`config.mk`:
```
export PLATFORM = sky130hd
export DESIGN_NAME = lcd_frame_arbiter
export DESIGN_NICKNAME = d
export VERILOG_FILES = /design/src/rtl/lcd_frame_arbiter.sv
export SDC_FILE = /design/constraint.sdc
export NUM_CORES = 1
export LEC_CHECK = 0
export ABC_AREA = 1
export ABC_CLOCK_PERIOD_IN_PS = 1900
export BUFFER_PORTS_ARGS = -buffer_cell sky130_fd_sc_hd__buf_4
export CAP_MARGIN = 20
export CORE_AREA = 2 2 303 305
export CTS_BUF_LIST = sky130_fd_sc_hd__clkbuf_4
export DETAILED_ROUTE_END_ITERATION = 12
export DIE_AREA = 0 0 305 307
export PLACE_DENSITY = 0.42
export SYNTH_ARGS = -nofsm -noshare
export SYNTH_HDL_FRONTEND = slang
export SYNTH_SLANG_ARGS = --single-unit
```
`constraint.sdc`:
```
create_clock -name clk -period 1.9 [get_ports clk]
set_input_delay 0.38 -clock clk [delete_from_list [all_inputs] [get_ports clk]]
set_output_delay 0.38 -clock clk [all_outputs]
set_load 0.05 [all_outputs]
```
`src/rtl/lcd_frame_arbiter.sv`:
```
// Round-robin owner of the 16x2 character LCD among NREQ frame sources.
// Each grant is protected from preemption for DWELL_CYC cycles; idle shows a blank frame.
//
// state  | meaning
// S_IDLE | no owner, blank frame on chars
// S_HOLD | one source owns the display, its frame passes through live
module lcd_frame_arbiter #(
    parameter int         NREQ       = 2,
    parameter int         DWELL_CYC  = 50_000_000,
    parameter logic [7:0] BLANK_CHAR = 8'h20
) (
    input  logic                 clk,
    input  logic                 rst,
    input  logic [NREQ-1:0]      req,
    input  logic [NREQ*256-1:0]  frame_in,
    output logic [NREQ-1:0]      gnt,
    output logic [255:0]         chars,
    output logic                 busy,
    output logic                 switch_pulse
);

    localparam int              CW       = $clog2(DWELL_CYC + 1);
    localparam int              LW       = $clog2(NREQ);
    localparam int              LW1      = LW + 1;
    localparam logic            S_IDLE   = 1'b0;
    localparam logic            S_HOLD   = 1'b1;
    localparam logic [255:0]    BLANK    = {32{BLANK_CHAR}};
    localparam logic [CW-1:0]   CNT_LAST = CW'(DWELL_CYC - 1);
    localparam logic [NREQ-1:0] ONE      = NREQ'(1);

    logic           state;
    logic [CW-1:0]  cnt;
    logic [LW-1:0]  last;
    logic [LW-1:0]  win;
    logic [LW1-1:0] idx;
    logic           found;
    logic           any_req;
    logic           release_evt;
    logic [255:0]   frames [NREQ];

    for (genvar g = 0; g < NREQ; g++) begin : g_frames
        assign frames[g] = frame_in[g*256 +: 256];
    end

    // Scan last+1, last+2, ... wrapping; the current owner is visited last.
    always_comb begin
        win   = last;
        found = 1'b0;
        idx   = '0;
        for (int i = 1; i <= NREQ; i++) begin
            idx = {1'b0, last} + LW1'(i);
            if (idx >= LW1'(NREQ)) begin
                idx = idx - LW1'(NREQ);
            end
            if (!found && req[idx[LW-1:0]]) begin
                found = 1'b1;
                win   = idx[LW-1:0];
            end
        end
    end

    assign any_req     = |req;
    assign release_evt = (cnt == CNT_LAST) || !req[last];

    always_ff @(posedge clk) begin
        if (rst) begin
            state        <= S_IDLE;
            gnt          <= '0;
            chars        <= BLANK;
            busy         <= 1'b0;
            switch_pulse <= 1'b0;
            cnt          <= '0;
            last         <= LW'(NREQ - 1);
        end else begin
            switch_pulse <= 1'b0;
            case (state)
                S_IDLE: begin
                    if (any_req) begin
                        state        <= S_HOLD;
                        gnt          <= ONE << win;
                        busy         <= 1'b1;
                        last         <= win;
                        chars        <= frames[win];
                        cnt          <= '0;
                        switch_pulse <= 1'b1;
                    end
                end
                S_HOLD: begin
                    if (release_evt && !any_req) begin
                        state <= S_IDLE;
                        gnt   <= '0;
                        busy  <= 1'b0;
                        chars <= BLANK;
                        cnt   <= '0;
                    end else if (release_evt && (win != last)) begin
                        gnt          <= ONE << win;
                        last         <= win;
                        chars        <= frames[win];
                        cnt          <= '0;
                        switch_pulse <= 1'b1;
                    end else if (release_evt) begin
                        // sole requester at expiry keeps the display, fresh dwell
                        chars <= frames[last];
                        cnt   <= '0;
                    end else begin
                        chars <= frames[last];
                        cnt   <= cnt + 1'b1;
                    end
                end
                default: begin
                    state <= S_IDLE;
                    gnt   <= '0;
                    busy  <= 1'b0;
                    chars <= BLANK;
                    cnt   <= '0;
                end
            endcase
        end
    end

endmodule
```
==> qor.txt <==
Max H-tree Level - 3
Core ar. - 0.0907 sq mm
initial antenna violation count - 5
depth of the worst register-to-register path - 13
CP startpoint - cnt[0]
Syn Inst Count - 3867
CP Class - flop to flop
Power Dens Cells - 730 mW/mm^2
Buffers on Ports - 775
global route overflow - 0
gpl congestion - 0.847
Die W - 305 um
CTS tree - built
failing checks - negative setup slack
sequential area share after synthesis - 0.267
peak supply drop - 0.000393 V
slowest stage delay, CP - 0.35 ns
Syn-to-layout area delta - 85.7%
worst path required time - 2.74 ns
initial drt markers - 1714
Antenna Violating Nets Remaining - 0
worst slew pin tran - 0.599 ns
Synth Register Bits - 288
Crit path max-delay family - simple AND/OR/NAND/NOR gates
Starting Density - 0.238
total track usage - 0.234
Yosys cell types - 34
setup violators final - 75
final setup margin - -0.0375 ns
Worst-path clk slew - 0.07 ns
Tmin final - 1.94 ns
Synth Flop Type - dfxtp_1
Critical path buffers and inverters - 2
FFs w/ async S/R, synth - 0
largest net degree at the start of global routing - 110
Cell Rows - 111
drt total wl - 118000 um
complex-gate fraction of the synthesized area - 0.236
DR WL/cell - 18.2 um
status - finished with violations
Synth Warn # - 0
Avg Cell Area, Syn - 5.59 sq um
slowest CP cell - dfxtp_2
HPWL after DPL - 77300 um
Simple-Gate Fraction of Synth Area - 0.342
startpoint types - flop
vias in the first global route - 29.9k
Via-to-Cell Ratio - 4.69
io pins - 776
xor and xnor area share after synthesis - 0.00162
Chip Height - 307 um
mux cell area share after synthesis - 0
CTS buffer count - 102
clk buf depth - 3
fill cell count - 9439
RSZ-0062 raised after global routing - yes
Vias - 30.5k
Post-Syn Area - 0.0216 sq mm
worst skew pair latency - 0.92 ns
final hold vios - 0
Final Cycle Share - 1.02
arrival time at the worst endpoint - 2.78 ns
CTS Root Cell - clkbuf_4
Hold Crit Start - frame_in[440]
CP Max Fanout - 12
first-pass GRT wire length - 174000 um
crit path cell chain - ha_4, nand2_2, nor2_2, nand2_1, nor2_1, nand2_2, nand2_8, nand2_8, buf_16, buf_16, nand2_1, nand3_1, a21oi_2
fraction of layout cells with a size suffix above 1 - 0.293
MaxCap Viol Count - 0
Syn Nets - 4384
Worst slew margin - 0.601
Post-synth EDFFs - 0
reg-to-reg startpoint - cnt[0]
DRC Markers - 0
Critical Path Sink Type - flop
pre-CTS setup slack - -0.118 ns
Clock Skew - 0.0612 ns
clk sinks - 288
largest family of logic cells by synthesized area - simple AND/OR/NAND/NOR gates
Pleak - 18.7 nW
Post-Synth Adder-Cell Area - 0.000579
DIE AREA - 0.0936 sq mm
Hold Path Depth - 9
Stages on worst setup path - 13
Tot Pwr - 29.3 mW
Fmax - 516 MHz
drt pass-1 iters - 6
HP Class - input pin to flop
Max Slew Vio Count - 0
# nets final - 5747
==> cells in the mapped netlist, types with 2 or more instances <==
| master | n | area share |
|---|---|---|
| nand4_1 | 21 | 0.0061 |
| clkbuf_1 | 166 | 0.029 |
| a21oi_1 | 257 | 0.060 |
| or2_1 | 2 | 0.00058 |
| nand2_4 | 2 | 0.0010 |
| nor2_1 | 93 | 0.016 |
| buf_2 | 85 | 0.020 |
| nand3_1 | 491 | 0.11 |
| o21ai_1 | 211 | 0.049 |
| buf_6 | 21 | 0.011 |
| xor2_1 | 2 | 0.00081 |
| xnor2_1 | 2 | 0.00081 |
| or2_0 | 14 | 0.0041 |
| buf_1 | 32 | 0.0056 |
| or2_2 | 5 | 0.0014 |
| nand2_1 | 1128 | 0.20 |
| a21oi_2 | 2 | 0.00081 |
| o211ai_1 | 2 | 0.00069 |
| o21bai_1 | 18 | 0.0063 |
| o21ai_0 | 507 | 0.12 |
| nor2_4 | 2 | 0.0010 |
| inv_2 | 9 | 0.0016 |
| inv_1 | 485 | 0.084 |
| dfxtp_1 | 288 | 0.27 |
| buf_4 | 5 | 0.0017 |
| nor3_1 | 9 | 0.0021 |
==> sequential cells by signal, summed over array words and instances (netlist names) <==
name,cells
chars,256
cnt,26
gnt,2
busy,1
last,1
state,1
switch_pulse,1
==> layout make-up <==
cell class | instances | area (sq um) | area share
clock inverters | 29 | 205 | 0.00511
multi-input cells | 2775 | 13800 | 0.343
repair buffers | 1568 | 15700 | 0.391
well taps | 1186 | 1480 | 0.0370
diodes | 6 | 15.0 | 0.000374
inverters | 495 | 1870 | 0.0467
flip-flops and latches | 288 | 5940 | 0.148
clock buffers | 153 | 1150 | 0.0286
==> metrics by stage <==
| step | instances | setup TNS, ns | hold slack, ns | cell area [sq um] | util |
|---|---|---|---|---|---|
| after floorplan | 3867 | 0 | 0.459 | 21600 | - |
| after global placement | 5723 | -5.10 | 0.454 | 30000 | 0.330 |
| after detailed placement | 5723 | -11.04 | 0.457 | 30000 | 0.330 |
| after CTS | 6470 | -11.97 | 0.0214 | 38300 | 0.423 |
| after global routing | 6499 | -32.72 | 0.108 | 40100 | 0.442 |
| final | 6500 | -1.01 | 0.143 | 40100 | 0.442 |
==> layout by cell type (no fill, tap or decap), types with 87 or more instances in the layout <==
master,count
nand2_1,1058
buf_4,795
dlygate4sd3_1,546
o21ai_0,503
inv_1,484
nand3_1,388
o21ai_1,214
a21oi_1,190
dfxtp_1,185
clkbuf_4,153
nand3_2,98
nor2_1,88
buf_8,87
==> worst paths after layout <==
kind	end	slack [ns]
hold / removal	chars[184]	0.14
setup / recovery	chars[63]	-0.04
setup reg to reg	chars[63]	-0.04
hold reg to reg	gnt[1]	0.47
==> worst register-to-register path, delay by kind of cell (launching register included) <==
| family | cells | cell delay (ns) |
|---|---|---|
| DFF | 1 | 0.35 |
| adders and majority gates | 1 | 0.14 |
| AOI/OAI and AO/OA | 1 | 0.14 |
| buffers and inverters | 2 | 0.44 |
| and+or+nand+nor | 9 | 0.82 |
==> power by group <==
part / switching, mW / internal [mW]
clock: 3.59 / 4.05
combinational: 8.44 / 5.96
sequential: 0.516 / 6.75
total: 12.5 / 16.8
==> logic make-up (layout without fill, tap and decap cells) <==
logic type | after synthesis | after routing
and+or+nand+nor | 1768 | 1768
adders and majority gates | 1 | 1
AOI/OAI and AO/OA | 1002 | 1002
xor gates and xnor gates | 4 | 4
buffers and inverters | 804 | 2245
other | 0 | 6
DFF | 288 | 288
==> layer usage <==
metal / share of wire / routed length [um] / global-route usage / vias up
met5: 0 / 0 / 0 / -
met1: 0.41 / 48300 / 0.275 / 14000
li1: - / - / - / 15300
met2: 0.49 / 58200 / 0.410 / 899
met3: 0.055 / 6460 / 0.0471 / 277
met4: 0.045 / 5350 / 0.101 / 0
==> timing repair <==
| item | CTS | global route |
|---|---|---|
| hold endpoints to repair | 276 | 0 |
| buffers inserted | 8 | 2 |
| setup endpoints to repair | 531 | 527 |
| hold buffers | 546 | 0 |
| cloned | 12 | 22 |
| pin swaps | 17 | 82 |
| resized for setup | 380 | 300 |
Note: power is estimated with default switching activity, not from simulation.
